[config.mk]
export PLATFORM = sky130hd
export DESIGN_NAME = pipe_ctrl
export DESIGN_NICKNAME = d
export VERILOG_FILES = /design/src/rtl/pipe_ctrl_pkg.sv /design/src/rtl/pipe_ctrl_sat_counter.sv /design/src/rtl/pipe_ctrl.sv
export SDC_FILE = /design/constraint.sdc
export NUM_CORES = 1
export LEC_CHECK = 0
export BUFFER_PORTS_ARGS = -buffer_cell sky130_fd_sc_hd__buf_4
export CORE_MARGIN = 2
export CORE_UTILIZATION = 46
export CTS_CLUSTER_DIAMETER = 150
export DETAILED_ROUTE_END_ITERATION = 12
export GPL_ROUTABILITY_DRIVEN = 0
export PLACE_DENSITY = 0.76
export SETUP_SLACK_MARGIN = 0.02
export SLEW_MARGIN = 20
export SYNTH_ARGS = -nofsm -noshare
export SYNTH_HDL_FRONTEND = slang
export SYNTH_HIERARCHICAL = 1
export SYNTH_SLANG_ARGS = --single-unit
[constraint.sdc]
create_clock -name clk -period 2.6 [get_ports clk]
set_input_delay 0.13 -clock clk [delete_from_list [all_inputs] [get_ports clk]]
set_output_delay 0.13 -clock clk [all_outputs]
set_load 0.005 [all_outputs]
[src/rtl/pipe_ctrl_pkg.sv]
// Shared constants for the pipeline controller: reset/bus conventions,
// stall vector bit positions, stall patterns and FSM state encodings.
package pipe_ctrl_pkg;

  localparam logic        RST_ENABLE = 1'b1;
  localparam int          REG_BUS_W  = 32;
  localparam logic [31:0] ZERO_WORD  = 32'h0000_0000;

  // Bit positions inside the stall vector; 1 means "hold this stage".
  localparam int STALL_PC  = 0;
  localparam int STALL_IF  = 1;
  localparam int STALL_ID  = 2;
  localparam int STALL_EX  = 3;
  localparam int STALL_MEM = 4;
  localparam int STALL_WB  = 5;

  // A requesting stage freezes itself and every stage upstream of it.
  localparam logic [5:0] STALL_NONE     = 6'b000000;
  localparam logic [5:0] STALL_FROM_ID  = 6'b000111;
  localparam logic [5:0] STALL_FROM_EX  = 6'b001111;
  localparam logic [5:0] STALL_FROM_MEM = 6'b011111;

  // Controller states, kept as plain constants for older tooling.
  localparam logic [1:0] ST_RUN     = 2'd0;
  localparam logic [1:0] ST_STALLED = 2'd1;
  localparam logic [1:0] ST_FLUSH   = 2'd2;

  // Picks the stall pattern of the furthest-downstream requester.
  function automatic logic [5:0] stall_select(input logic req_id,
                                              input logic req_ex,
                                              input logic req_mem);
    logic [5:0] s;
    s = STALL_NONE;
    if (req_mem)     s = STALL_FROM_MEM;
    else if (req_ex) s = STALL_FROM_EX;
    else if (req_id) s = STALL_FROM_ID;
    return s;
  endfunction

endpackage

[src/rtl/pipe_ctrl_sat_counter.sv]
// Saturating up-counter: counts inc pulses, sticks at all-ones, and
// returns to zero on reset or clear.
module sat_counter #(
  parameter int WIDTH = 32
) (
  input  logic             clk,
  input  logic             rst,
  input  logic             clear,
  input  logic             inc,
  output logic [WIDTH-1:0] count
);

  logic [WIDTH-1:0] count_q;
  logic [WIDTH-1:0] count_d;

  // Next count: clear wins, otherwise add one unless already saturated.
  always_comb begin
    count_d = count_q;
    if (clear)
      count_d = '0;
    else if (inc && (count_q != {WIDTH{1'b1}}))
      count_d = count_q + WIDTH'(1);
  end

  // Counter register with synchronous active-high reset.
  always_ff @(posedge clk) begin
    if (rst) count_q <= '0;
    else     count_q <= count_d;
  end

  assign count = count_q;

endmodule

[src/rtl/pipe_ctrl.sv]
// Pipeline controller for the 5-stage core: builds the stall vector from
// per-stage requests, sequences a one-cycle flush with a redirect PC,
// counts stalled cycles and flags a stall run that never ends.
// Handshake: flush_req is a single-cycle strobe sampled with flush_pc on
// the clock edge; the resulting flush/new_pc are valid in the next cycle
// only, with no ready/back-pressure path.
module pipe_ctrl
  import pipe_ctrl_pkg::*;
#(
  parameter int unsigned STALL_TIMEOUT = 1024,
  parameter int unsigned CNT_W         = 16
) (
  input  logic                 clk,
  input  logic                 rst,
  input  logic                 stallreq_id,
  input  logic                 stallreq_ex,
  input  logic                 stallreq_mem,
  input  logic                 flush_req,
  input  logic [REG_BUS_W-1:0] flush_pc,
  output logic [5:0]           stall,
  output logic                 flush,
  output logic [REG_BUS_W-1:0] new_pc,
  output logic [31:0]          stall_cycles,
  output logic                 stall_timeout,
  output logic [1:0]           dbg_state
);

  logic [1:0]           state_q,   state_d;
  logic                 flush_q,   flush_d;
  logic [REG_BUS_W-1:0] new_pc_q,  new_pc_d;
  logic [CNT_W-1:0]     run_cnt_q, run_cnt_d;
  logic                 timeout_q, timeout_d;
  logic                 stall_active;

  // Stall vector: nothing is held in reset, while a flush is requested or
  // while the pipeline is being cleared; otherwise deepest requester wins.
  always_comb begin
    stall = STALL_NONE;
    if (!(rst == RST_ENABLE || state_q == ST_FLUSH || flush_req))
      stall = stall_select(stallreq_id, stallreq_ex, stallreq_mem);
  end

  assign stall_active = |stall;

  // Next state, redirect latch, run counter and sticky watchdog.
  always_comb begin
    state_d   = state_q;
    new_pc_d  = new_pc_q;
    flush_d   = flush_req;
    timeout_d = timeout_q;
    run_cnt_d = '0;
    if (flush_req) begin
      state_d  = ST_FLUSH;
      new_pc_d = flush_pc;
    end else if (stall_active) begin
      state_d = ST_STALLED;
    end else begin
      state_d = ST_RUN;
    end
    // A flush forces stall to zero, so the run counter clears on entry.
    if (stall_active) begin
      if (run_cnt_q != {CNT_W{1'b1}}) run_cnt_d = run_cnt_q + CNT_W'(1);
      else                            run_cnt_d = run_cnt_q;
      if (run_cnt_q == CNT_W'(STALL_TIMEOUT - 1)) timeout_d = 1'b1;
    end
  end

  // Controller registers with synchronous active-high reset.
  always_ff @(posedge clk) begin
    if (rst == RST_ENABLE) begin
      state_q   <= ST_RUN;
      flush_q   <= 1'b0;
      new_pc_q  <= ZERO_WORD;
      run_cnt_q <= '0;
      timeout_q <= 1'b0;
    end else begin
      state_q   <= state_d;
      flush_q   <= flush_d;
      new_pc_q  <= new_pc_d;
      run_cnt_q <= run_cnt_d;
      timeout_q <= timeout_d;
    end
  end

  sat_counter #(.WIDTH(32)) u_stall_cnt (
    .clk   (clk),
    .rst   (rst),
    .clear (1'b0),
    .inc   (stall_active),
    .count (stall_cycles)
  );

  assign flush         = flush_q;
  assign new_pc        = new_pc_q;
  assign stall_timeout = timeout_q;
  assign dbg_state     = state_q;

endmodule
== Yosys cells after proc, flatten, opt, wreduce, memory -nomap -nowiden ==
Cells that the tools add are included.
Storage, ports and cells
  bits in writable memories: 0
  word-level logic and storage cells: 27
  memories: 0
  memory bits (read-only): 0
  output and inout bits: 74
  bits in latches: 0
  bits in registers: 84
  input port bits: 38
Cells by class
  divide/modulo/power cells: 0
  reduce and logical (&&, ||, !) cells: 7
  shift operators: 0
  add/subtract/negate cells: 2
  order comparisons: 0
  mux-type cells: 6
  equal/unequal tests: 4
  bitwise logic cells: 1
  $mul: 0
Operator list (count)
  adder 32 x 1 -> 32 bit (second input constant): 1
  inequality test 32 bit (second input constant): 1
  adder 16 x 1 -> 16 bit (second input constant): 1
  == test 16 x 10 -> 1 bit (second input constant): 1
  inequality test 16 bit (second input constant): 1
  2-to-1 mux 6 bit: 1
  OR reduction 6 bit: 1
  2-to-1 mux 5 bit: 1
  2-to-1 mux 4 bit: 1
  OR reduction 2 bit: 2
  2-to-1 mux 3 bit: 1
  == test 2 bit (second input constant): 1
  logical OR 1 bit: 2
  2-to-1 mux 2 bit: 1
  AND reduction 2 bit: 1
  logical AND 1 bit: 1
  2-to-1 mux 1 bit: 1
  inverter 1 bit: 1

== Longest topological paths before layout ==
  word-level depth: 7
  mapped depth: 11
  depth with buffers taken out: 8

== Modules after synthesis ==
The synthesis kept the hierarchy.
Modules (own cells, without submodules)
  pipe_ctrl: cells an instance 214, area each 2065.7 µm², sequential area each 1021.0 µm², times used 1
  sat_counter: cells an instance 198, area each 1620.3 µm², sequential area each 640.6 µm², times used 1

== Worst setup path before layout ==
OpenSTA, ideal clock, no wires.
  kind: register to register
  from: reg state_q[1] (netlist: dbg_state[1])
  to: reg u_stall_cnt.count_q[26] (netlist: u_stall_cnt/count[26])
  data required time: 2530 ps
  stages on the path, launching flop included: 11
  clock period less this slack: 2822 ps
  setup slack: -222 ps
  library setup time: 70 ps
  path buffers: 2
  data arrival time: 2751 ps
  cells stage by stage: dfxtp_1 > nor2b_1 > or4_1 > buf_2 > buf_2 > inv_1 > nand4_1 > or4_4 > or4_4 > or3_1 > a21oi_1
Between the ends
  cells in the longest elaborated chain, start to end: 6
RTL lines
  start: declaration: line pipe_ctrl.sv:28  | logic [1:0] state_q, state_d;
  start signal: assignment: line pipe_ctrl.sv:77  | state_q <= state_d;
  == test 2 bit: line pipe_ctrl.sv:39  | if (!(rst == RST_ENABLE || state_q == ST_FLUSH || flush_req))
  logical OR 1 bit (2 in series): line pipe_ctrl.sv:39
  2-to-1 mux 6 bit: line pipe_ctrl.sv:39
  OR reduction 6 bit: line pipe_ctrl.sv:43  | assign stall_active = |stall;
  net stall_active: line pipe_ctrl.sv:33  | logic stall_active;
  logical AND 1 bit: line pipe_ctrl_sat_counter.sv:21  | else if (inc && (count_q != {WIDTH{1'b1}}))
  end signal: assignment: line pipe_ctrl_sat_counter.sv:28  | else count_q <= count_d;
  end: declaration: line pipe_ctrl_sat_counter.sv:13  | logic [WIDTH-1:0] count_q;
The timed path passes the listed nets, and every way through them passes these cells.
A chain may end at the register's enable or synchronous reset.

== Worst setup path after layout ==
Same ends and word-level chain as after synthesis.

==> summary.md <==
| Metric | Value |
|---|---|
| Fin area | `4870 sq um` |
| Largest net degree at the start of global routing | `38` |
| Clk_skew | `around 15 ps` |
| R2r worst-path depth | `8` |
| Met3 WL | `approximately 420 um` |
| Met1 WL | `roughly 3800 um` |
| Root Driver | `clkbuf_8` |
| Final setup fails | `0` |
| CP endpoint | `u_stall_cnt/count[26]` |
| Syn_area_per_cell | `roughly 8.9 sq um` |
| Wire length of the first global-routing pass | `14,800 um` |
| Routed wire length | `about 9100 um` |
| Cell variety after synth | `47` |
| Number of synthesized flops with an enable pin | `0` |
| Wire length on met2 | `about 4600 um` |
| Area of the multi-input gates | `around 1900 sq um` |
| Critical setup path kind | `register to register` |
| CP max FO | `5` |
| Startpoint types | `register` |
| Area growth syn-to-layout | `32.0%` |
| CP max-delay cell | `or4_4` |
| Crit path capture type | `register` |
| CTS buffer count | `9` |
| Routed length per placed instance | `around 14 um` |
| Initial antenna violation count | `0` |
| Placed inst area | `between 4000 and 5000 sq um` |
| FF-to-FF setup slack | `around 42 ps` |
| Shortest period the worst path allows | `~2600 ps` |
| Arrival time at the worst endpoint | `2830 ps` |
| RSZ-0062 raised after global routing | `yes` |
| Yosys warnings | `6` |
| Final Hold Vio Count | `0` |
| Antenna Nets Post-Route | `0` |
| Synthesized flop and latch total | `83` |
| TritonCTS clock tree | `built` |
| Slew Viols, Final | `0` |
| H-tree depth | `3` |
| Rel. slew slack | `0.462` |
| Ys flop type | `dfxtp_1` |
| Worst hold-check path type | `input pin to register` |
| Largest vdd supply drop | `a little under 300 uV` |
| Drt drc | `0` |
| Asr flop ratio synth | `0` |
| Most frequent cells in the layout | `buf_4 (128), dfxtp_1 (82), nor2_1 (53)` |
| Max_cap viols | `0` |
| CTS sink cnt | `83` |
| Crit path largest cell delay | `between 500 and 600 ps` |
| Cell count after synthesis | `between 400 and 500` |
| RR Endpoint | `u_stall_cnt/count[26]` |
| Worst skew pair latency | `~350 ps` |
| CP delay by family, top | `simple AND/OR/NAND/NOR gates` |
| CP Depth | `8` |
| Layout cell share with drive strength beyond 1 | `0.292` |
| Vias | `roughly 3,500` |
| Fmax | `between 0.3 and 0.4 GHz` |
| Crit path from | `dbg_state[1]` |
| GRT Overall Usage | `0.208` |
| DRT iter0 DRCs | `around 190` |
| Reg-to-Reg Start | `dbg_state[1]` |
| Nets | `roughly 570` |
| Initial Util | `0.477` |
| Via density | `approximately 5.5` |
| Crit-path cells | `nor2b_4 -> or4_4 -> inv_4 -> nand4_1 -> or4_4 -> or4_4 -> or3_1 -> a21oi_1` |
| Lkg Pwr | `between 2 and 2.5 nW` |
| Detailed Place HPWL | `6510 um` |
| Die area | `8750 sq um` |
| Number of global-route vias before repair | `3,291` |
| Seq/Total Area, Yosys | `0.451` |
| Crit path top cell by count | `or4_4` |
| Final period util | `0.984` |
| Core Footprint | `7730 sq um` |
| Fillers | `between 600 and 700` |
| Sequential standard cell area | `approximately 1700 sq um` |
| Status | `complete, no violations` |
| First drt pass iteration count | `4` |
| Worst slew pin tran | `805 ps` |
| Top Layer Used | `met4` |
| Setup_tns | `0 ps` |
| Die Span X | `93.5 um` |
| Clock buffer depth | `2` |
| Synthesized area | `about 3700 sq um` |
| Clk pin slew, worst setup/hold paths | `~90 ps` |
| Num rows | `32` |
| Die Height | `between 90 and 100 um` |
| Commonest non-fill, non-tap cell in the layout | `buf_4` |
| Port Buffers | `110` |
| Buf/Inv on CP | `1` |
| Ant diodes | `0` |
| Worst EP required | `roughly 2900 ps` |
| Pwr/cell area | `approximately 490 nW/um^2` |
| Ports | `112` |
| Total congestion overflow | `0` |
==> worst reg2reg max path, delay by kind of cell, from the launching register on <==
family	cells	cell delay, ps
and+or+nand+nor	6	1970
buffers and inverters	1	70
AOI/OAI and AO/OA	1	120
DFF	1	330
==> kinds of logic after synthesis <==
logic type,share of synthesized area
XOR/XNOR,0.0261
AO/OA/AOI/OAI,0.138
adder cells (fa/ha/maj),0.00679
multiplexers,0.0896
other,0.00102
buffers and inverters,0.0407
flip-flops,0.451
AND/OR/NAND/NOR,0.247
==> power breakdown <==
part	switching [mW]	internal [mW]	leakage, nW
Clock	0.485	0.355	0.0831
Sequential	0.0186	1.30	0.676
Combinational	0.0948	0.123	1.27
==> layout make-up <==
cell class | instances | share of cell area
inverter | 7 | 0.00591
tap | 102 | 0.0262
timing repair buffer | 129 | 0.199
multi-input combinational | 299 | 0.390
clock buffer | 10 | 0.0262
sequential | 83 | 0.342
clock inverter | 6 | 0.0103
==> timing repair <==
| item | CTS | global route |
|---|---|---|
| endpoints found under the hold margin | 1 | 0 |
| resized for setup | 1 | 4 |
| buffers inserted | 0 | 4 |
| setup endpoints to repair | 2 | 7 |
| pin swaps | 0 | 3 |
| hold buffers | 1 | 0 |
==> metrics by stage <==
stage / std cells / setup slack [ps] / util / hold WS (ps) / total power, mW
after CTS: 632 / 34.7 / 0.624 / 0.658 / 2.40
after floorplan: 414 / -111 / - / 277 / 1.45
after detailed placement: 615 / 13.7 / 0.599 / 374 / 1.56
final: 636 / 41.6 / 0.630 / 9.30 / 2.38
after global routing: 636 / -23.6 / 0.630 / 2.61 / 2.48
after global placement: 615 / 48.5 / 0.599 / 362 / 1.56
==> Yosys cell counts (4+ instances only) <==
| library cell | count | area (sq um) |
|---|---|---|
| dfxtp_1 | 83 | 1660 |
| nor2_1 | 53 | 199 |
| mux2i_1 | 33 | 330 |
| a21oi_1 | 23 | 115 |
| nand2_1 | 22 | 82.6 |
| or3_1 | 19 | 119 |
| nand3_1 | 17 | 85.1 |
| o21ai_0 | 16 | 80.1 |
| buf_2 | 12 | 60.1 |
| nand4_1 | 12 | 75.1 |
| a31oi_1 | 9 | 56.3 |
| clkbuf_1 | 9 | 33.8 |
| or4_1 | 9 | 67.6 |
| nor3_1 | 8 | 40.0 |
| inv_1 | 7 | 26.3 |
| nor4_1 | 7 | 43.8 |
| xnor2_1 | 7 | 61.3 |
| and3_1 | 5 | 31.3 |
| o21ai_1 | 5 | 25.0 |
| o31ai_1 | 5 | 37.5 |
| and2_1 | 4 | 25.0 |
| buf_4 | 4 | 30.0 |
| o211ai_1 | 4 | 30.0 |
| xor2_1 | 4 | 35.0 |
==> per-layer routing <==
layer / track usage / up-vias
li1: - / 1740
met2: 0.357 / 93
met5: 0 / -
met4: 0.100 / 0
met1: 0.249 / 1637
met3: 0.0387 / 24
==> worst min path at each step <==
stage                             from         end  cells past startpoint
after floorplan           flush_pc[10]  new_pc[10]                      2
after global placement     flush_pc[0]   new_pc[0]                      3
after detailed placement  flush_pc[11]  new_pc[11]                      3
after CTS                 flush_pc[28]  new_pc[28]                      3
after global routing      flush_pc[14]  new_pc[14]                      3
final                     flush_pc[28]  new_pc[28]                      3
==> flip-flops by register name (all words and copies together), names as in the netlist <==
signal,count
run_cnt_q,16
u_stall_cnt/count,32
new_pc,32
stall_timeout,1
dbg_state,2
No activity file was read; power rests on OpenSTA's default activity.
